### src/rtl/fixed_point_div_collector_pkg.sv
// Shared types for the divider result collector: the buffered result entry
// and the overflow-counter width.
package fixed_point_div_collector_pkg;

  localparam int OVF_CNT_W  = 16;
  // Widest quotient an entry can carry; narrower quotients sit in the low bits.
  localparam int RES_DATA_W = 32;

  typedef struct packed {
    logic [RES_DATA_W-1:0] data;
    logic                  upflow;
    logic                  downflow;
  } result_entry_t;

endpackage

### src/rtl/fixed_point_result_fifo.sv
// Synchronous result buffer with DEPTH entries and an occupancy output.
// Only the control state resets; the storage array does not.
module fixed_point_result_fifo
  import fixed_point_div_collector_pkg::*;
#(
  parameter  int DEPTH = 4,
  localparam int AW    = $clog2(DEPTH)
) (
  input  logic          clk,
  input  logic          rst,
  input  logic          wr_en,
  input  result_entry_t wr_entry,
  input  logic          rd_en,
  output result_entry_t rd_entry,
  output logic [AW:0]   occupancy
);

  result_entry_t mem [DEPTH];
  logic [AW-1:0] wr_ptr;
  logic [AW-1:0] rd_ptr;
  logic          do_wr;
  logic          do_rd;

  assign do_rd = rd_en && (occupancy != '0);
  // A write into a full buffer is only legal when a pop frees a slot at the same edge.
  assign do_wr = wr_en && ((occupancy != (AW+1)'(DEPTH)) || do_rd);

  always_ff @(posedge clk) begin
    if (!rst) begin
      wr_ptr    <= '0;
      rd_ptr    <= '0;
      occupancy <= '0;
    end else begin
      if (do_wr) wr_ptr <= wr_ptr + 1'b1;
      if (do_rd) rd_ptr <= rd_ptr + 1'b1;
      case ({do_wr, do_rd})
        2'b10:   occupancy <= occupancy + 1'b1;
        2'b01:   occupancy <= occupancy - 1'b1;
        default: occupancy <= occupancy;
      endcase
    end
  end

  always_ff @(posedge clk) begin
    if (do_wr) mem[wr_ptr] <= wr_entry;
  end

  assign rd_entry = mem[rd_ptr];

endmodule

### src/rtl/fixed_point_div_collector.sv
// Collects quotients from a fixed-latency divider into an ordered buffer,
// issuing launch credits so that no result can ever be dropped.
module fixed_point_div_collector
  import fixed_point_div_collector_pkg::*;
#(
  parameter int WOI   = 8,
  parameter int WOF   = 8,
  parameter int LAT   = 4,
  parameter int DEPTH = 4
) (
  input  logic                 clk,
  input  logic                 rst,
  input  logic                 in_valid,
  output logic                 in_ready,
  input  logic [WOI+WOF-1:0]   div_out,
  input  logic                 div_upflow,
  input  logic                 div_downflow,
  output logic                 m_valid,
  input  logic                 m_ready,
  output logic [WOI+WOF-1:0]   m_data,
  output logic                 m_upflow,
  output logic                 m_downflow,
  output logic [OVF_CNT_W-1:0] ovf_cnt
);

  localparam int AW = $clog2(DEPTH);
  localparam int CW = $clog2(DEPTH + LAT + 1);

  logic [LAT-1:0] tags;
  logic [CW-1:0]  in_flight;
  logic [CW-1:0]  credit_used;
  logic [AW:0]    occupancy;
  logic           launch;
  logic           pop;
  result_entry_t  wr_entry;
  result_entry_t  rd_entry;
  logic           data_unused;

  always_comb begin
    in_flight = '0;
    for (int i = 0; i < LAT; i++) in_flight = in_flight + CW'(tags[i]);
  end

  // Every outstanding tag already owns a buffer slot.
  assign credit_used = CW'(occupancy) + in_flight;
  assign in_ready    = credit_used < CW'(DEPTH);
  assign launch      = in_valid && in_ready;

  always_ff @(posedge clk) begin
    if (!rst) begin
      tags <= '0;
    end else begin
      tags[0] <= launch;
      for (int i = 1; i < LAT; i++) tags[i] <= tags[i-1];
    end
  end

  always_comb begin
    wr_entry                    = '0;
    wr_entry.data[WOI+WOF-1:0]  = div_out;
    wr_entry.upflow             = div_upflow;
    wr_entry.downflow           = div_downflow;
  end

  fixed_point_result_fifo #(.DEPTH(DEPTH)) u_fifo (
    .clk       (clk),
    .rst       (rst),
    .wr_en     (tags[LAT-1]),
    .wr_entry  (wr_entry),
    .rd_en     (pop),
    .rd_entry  (rd_entry),
    .occupancy (occupancy)
  );

  assign m_valid     = (occupancy != '0);
  assign pop         = m_valid && m_ready;
  assign m_data      = rd_entry.data[WOI+WOF-1:0];
  assign m_upflow    = rd_entry.upflow;
  assign m_downflow  = rd_entry.downflow;
  assign data_unused = ^rd_entry.data;

  always_ff @(posedge clk) begin
    if (!rst) begin
      ovf_cnt <= '0;
    end else if (pop && (rd_entry.upflow || rd_entry.downflow) && (ovf_cnt != '1)) begin
      ovf_cnt <= ovf_cnt + 1'b1;
    end
  end

endmodule

### config.mk
export PLATFORM = sky130hd
export DESIGN_NAME = fixed_point_div_collector
export DESIGN_NICKNAME = d
export VERILOG_FILES = /design/src/rtl/fixed_point_div_collector_pkg.sv /design/src/rtl/fixed_point_result_fifo.sv /design/src/rtl/fixed_point_div_collector.sv
export SDC_FILE = /design/constraint.sdc
export NUM_CORES = 1
export LEC_CHECK = 0
export BUFFER_PORTS_ARGS = -buffer_cell sky130_fd_sc_hd__buf_2
export CAP_MARGIN = 10
export CORE_UTILIZATION = 25
export DETAILED_ROUTE_END_ITERATION = 8
export HOLD_SLACK_MARGIN = 0.08
export PLACE_DENSITY = 0.51
export SLEW_MARGIN = 20
export SYNTH_ARGS = -nofsm -noshare
export SYNTH_HDL_FRONTEND = slang
export SYNTH_SLANG_ARGS = --single-unit
export TNS_END_PERCENT = 100
### constraint.sdc
create_clock -name clk -period 2 [get_ports clk]
set_input_delay 0.3 -clock clk [delete_from_list [all_inputs] [get_ports clk]]
set_output_delay 0.3 -clock clk [all_outputs]
set_load 0.005 [all_outputs]
==> run summary <==
Status = finished, violations left
Violated checks = negative setup slack
Routed Antenna Nets = 0
Leak = 1.83 nW
Crit path launch type = flop
GRT Residual Overflow = 0
Total GRT Usage = 10.2%
Clock transition at path regs = 0.07 ns
Antenna Diode Count = 0
Initial core utilization = 26.0%
Worst-path fanout max = 2
FF/Latch Area = 2750 µm²
DR vias = 2495
Top cells by count, synth = edfxtp_1 (72), dfxtp_1 (29), nand2_1 (22)
Inst Count DP = 548
Clock network fraction of design power = 36.4%
Final WL = 8330 µm
Worst-Skew Late Latency = 0.35 ns
Mux contribution to synthesized area = 13.1%
Clock skew = 0.00853 ns
Setup Fix Bufs, Post-CTS = 0
Syn Inst Count = 269
Critical Path AT = 1.97 ns
Gate power share = 18.3%
Synth-to-layout area growth = 23.6%
Yosys reg bits = 101
CP endpoint kind = output port
Final setup fails = 1
Multi-input logic area = 1360 µm²
Final WS setup = -0.266 ns
Row cnt = 46
F_max = 441 MHz
Mapped Nets = 300
Vias in the first global route = 2505
Req. time, crit path = 1.70 ns
Synth Area in Simple Gates = 10.2%
WS Path Type = reg -> out
Max-slew headroom = 64.4%
CTS Buf Count = 9
Max Transition Viols Final = 0
Minimum clock period = 2.27 ns
DR iter-0 viols = 133
Yosys warns = 0
Largest family of logic cells by synthesized area = multiplexers
Cell with the most instances after synthesis = edfxtp_1
Placed Area = 4810 µm²
Routed length on met3 = 484 µm
Horiz. Die Dim = 131 µm
Die H = 131 µm
Tcrit/Tclk final = 113%
WL met2 = 4010 µm
Sequential fraction of the synthesis area = 65.5%
Final Power = 5.32 mW
Top FF cell, synth = edfxtp_1
Vias/cell = 4.42
DR top layer = met4
CTS tree = yes
Filler cells = 1638
Clock tree sinks = 101
Clk root buf = clkbuf_16
HP Class = in -> reg
Worst-Margin Slew = 0.521 ns
Fin util = 32.1%
Final Hold Fails = 0
Number of port buffers = 57
Synth top area share = 51.6%
Synth area leaders = edfxtp_1 (52%), dfxtp_1 (14%), mux4_2 (6.5%)
Psw = 1.35 mW
Area leader, netlist = edfxtp_1
Cell area after synthesis = 4190 µm²
Initial antenna violation count = 1
CTS Hold Bufs = 0
Post-DP HPWL = 5610 µm
Pwr/cell area = 1030 nW/µm²
Switch share = 25.4%
Sequential power share = 45.3%
Ys async rst share = 0%
XOR/XNOR Fraction of Synth Area = 0.628%
Htree depth = 3
Routed len/inst = 14.8 µm
Mean Syn Cell Area = 15.6 µm²
Final Non-Filler Cells = 564
Die Area = 17300 µm²
Layout cells sized above 1 = 31.6%
Synth Area in Adders = 3.05%
IO Pins = 58
WL met1 = 3740 µm
First-pass GRT wire length = 13500 µm
Core footprint = 16100 µm²
Post-route DRC = 0
Post-route design area = 5170 µm²
Max cap viols = 0
First drt pass iteration count = 5
Netlist cell types = 43
Longest Clk Path Bufs = 2
Net count, final = 374
Peak VDD IR = 0.469 mV
Number of synthesized flops with an enable pin = 72
Largest net degree at the start of global routing = 31
RSZ-0062 raised after global routing = true
Compound-gate portion of the synthesized area = 5.41%
GPL Wtd Cong = 0.653
Int Power = 3.97 mW
-- power groups by stage --
stage | Combinational [mW] | Clock, mW | Sequential, mW
4_1_cts | 0.991 | 2.00 | 2.41
6_report | 0.974 | 1.94 | 2.41
5_1_grt | 1.07 | 2.08 | 2.42
3_3_place_gp | 0.943 | 0 | 2.44
3_5_place_dp | 0.959 | 0 | 2.45
2_1_floorplan | 0.665 | 0 | 2.41
-- area by class of cell --
class	instances	area share (%)
inverters	6	0.435
flip-flops and latches	101	53.1
well taps	216	5.22
clock buffers	9	4.35
multi-input cells	150	26.3
repair buffers	75	8.37
clock inverters	7	2.20
-- per-layer routing --
metal  global-route usage, %  up-vias
met5                       0        -
met2                    16.6       54
li1                        -     1196
met1                    12.3     1237
met3                    4.24        8
met4                    3.29        0
-- logic make-up (layout without fill, tap and decap cells) --
logic type,count (synthesis),count (layout)
buffers and inverters,18,97
XOR/XNOR,3,3
AND/OR/NAND/NOR,78,78
flip-flops,101,101
AO/OA/AOI/OAI,30,30
adder cells (fa/ha/maj),9,9
multiplexers,30,30
-- flip-flops by register name (all words and copies together), names as in the netlist, named ones only --
name / flops
ovf_cnt: 16
tags: 4
u_fifo.mem: 72
u_fifo.occupancy: 3
u_fifo.rd_ptr: 2
u_fifo.wr_ptr: 2
-- final timing paths --
path	slack, ns	from	end	cells after the start
max reg2reg	0.15	u_fifo.occupancy[0]	u_fifo.occupancy[1]	5
max	-0.27	tags[1]	in_ready	5
min reg2reg	0.48	tags[0]	tags[1]	1
min	0.16	div_out[2]	u_fifo.mem[2][4]	1
-- what timing repair did --
| item | in CTS | in global routing |
|---|---|---|
| gates resized for setup | 7 | 2 |
| endpoints found under the setup margin | 14 | 5 |
| pin swaps | 2 | 0 |
-- critical path, cell delays in order (launching register included) --
cell	delay, ns
dfxtp_2	0.33
fa_1	0.54
ha_1	0.22
a21o_1	0.17
a211oi_2	0.21
buf_2	0.15
-- cell usage in the layout (no fill, tap or decap), types with 2 or more instances in the layout --
master / count
o31ai_1: 3
xnor2_1: 2
nor3_1: 4
fa_1: 2
a211oi_1: 7
dfxtp_2: 2
ha_1: 7
o21a_1: 2
edfxtp_1: 72
and2_1: 6
and3_1: 9
clkbuf_16: 9
inv_1: 6
nand2_1: 22
mux4_2: 12
dfxtp_1: 26
nor2_1: 5
nand2b_1: 12
bufinv_16: 2
a21oi_1: 6
mux2i_1: 12
a2111oi_0: 3
inv_6: 2
mux4_1: 6
buf_2: 57
or4_1: 3
nand4_1: 2
nand3_1: 8
buf_4: 17
-- metrics by stage --
step | hold WS, ns | worst slack (ns) | setup TNS (ns)
after floorplan | 0.399 | 0.121 | 0
after global placement | 0.462 | 0.0583 | 0
after detailed placement | 0.461 | 0.0231 | 0
after CTS | 0.147 | -0.270 | -0.270
after global routing | 0.149 | -0.359 | -0.359
final | 0.164 | -0.266 | -0.266
(Power assumes the default switching activity.)
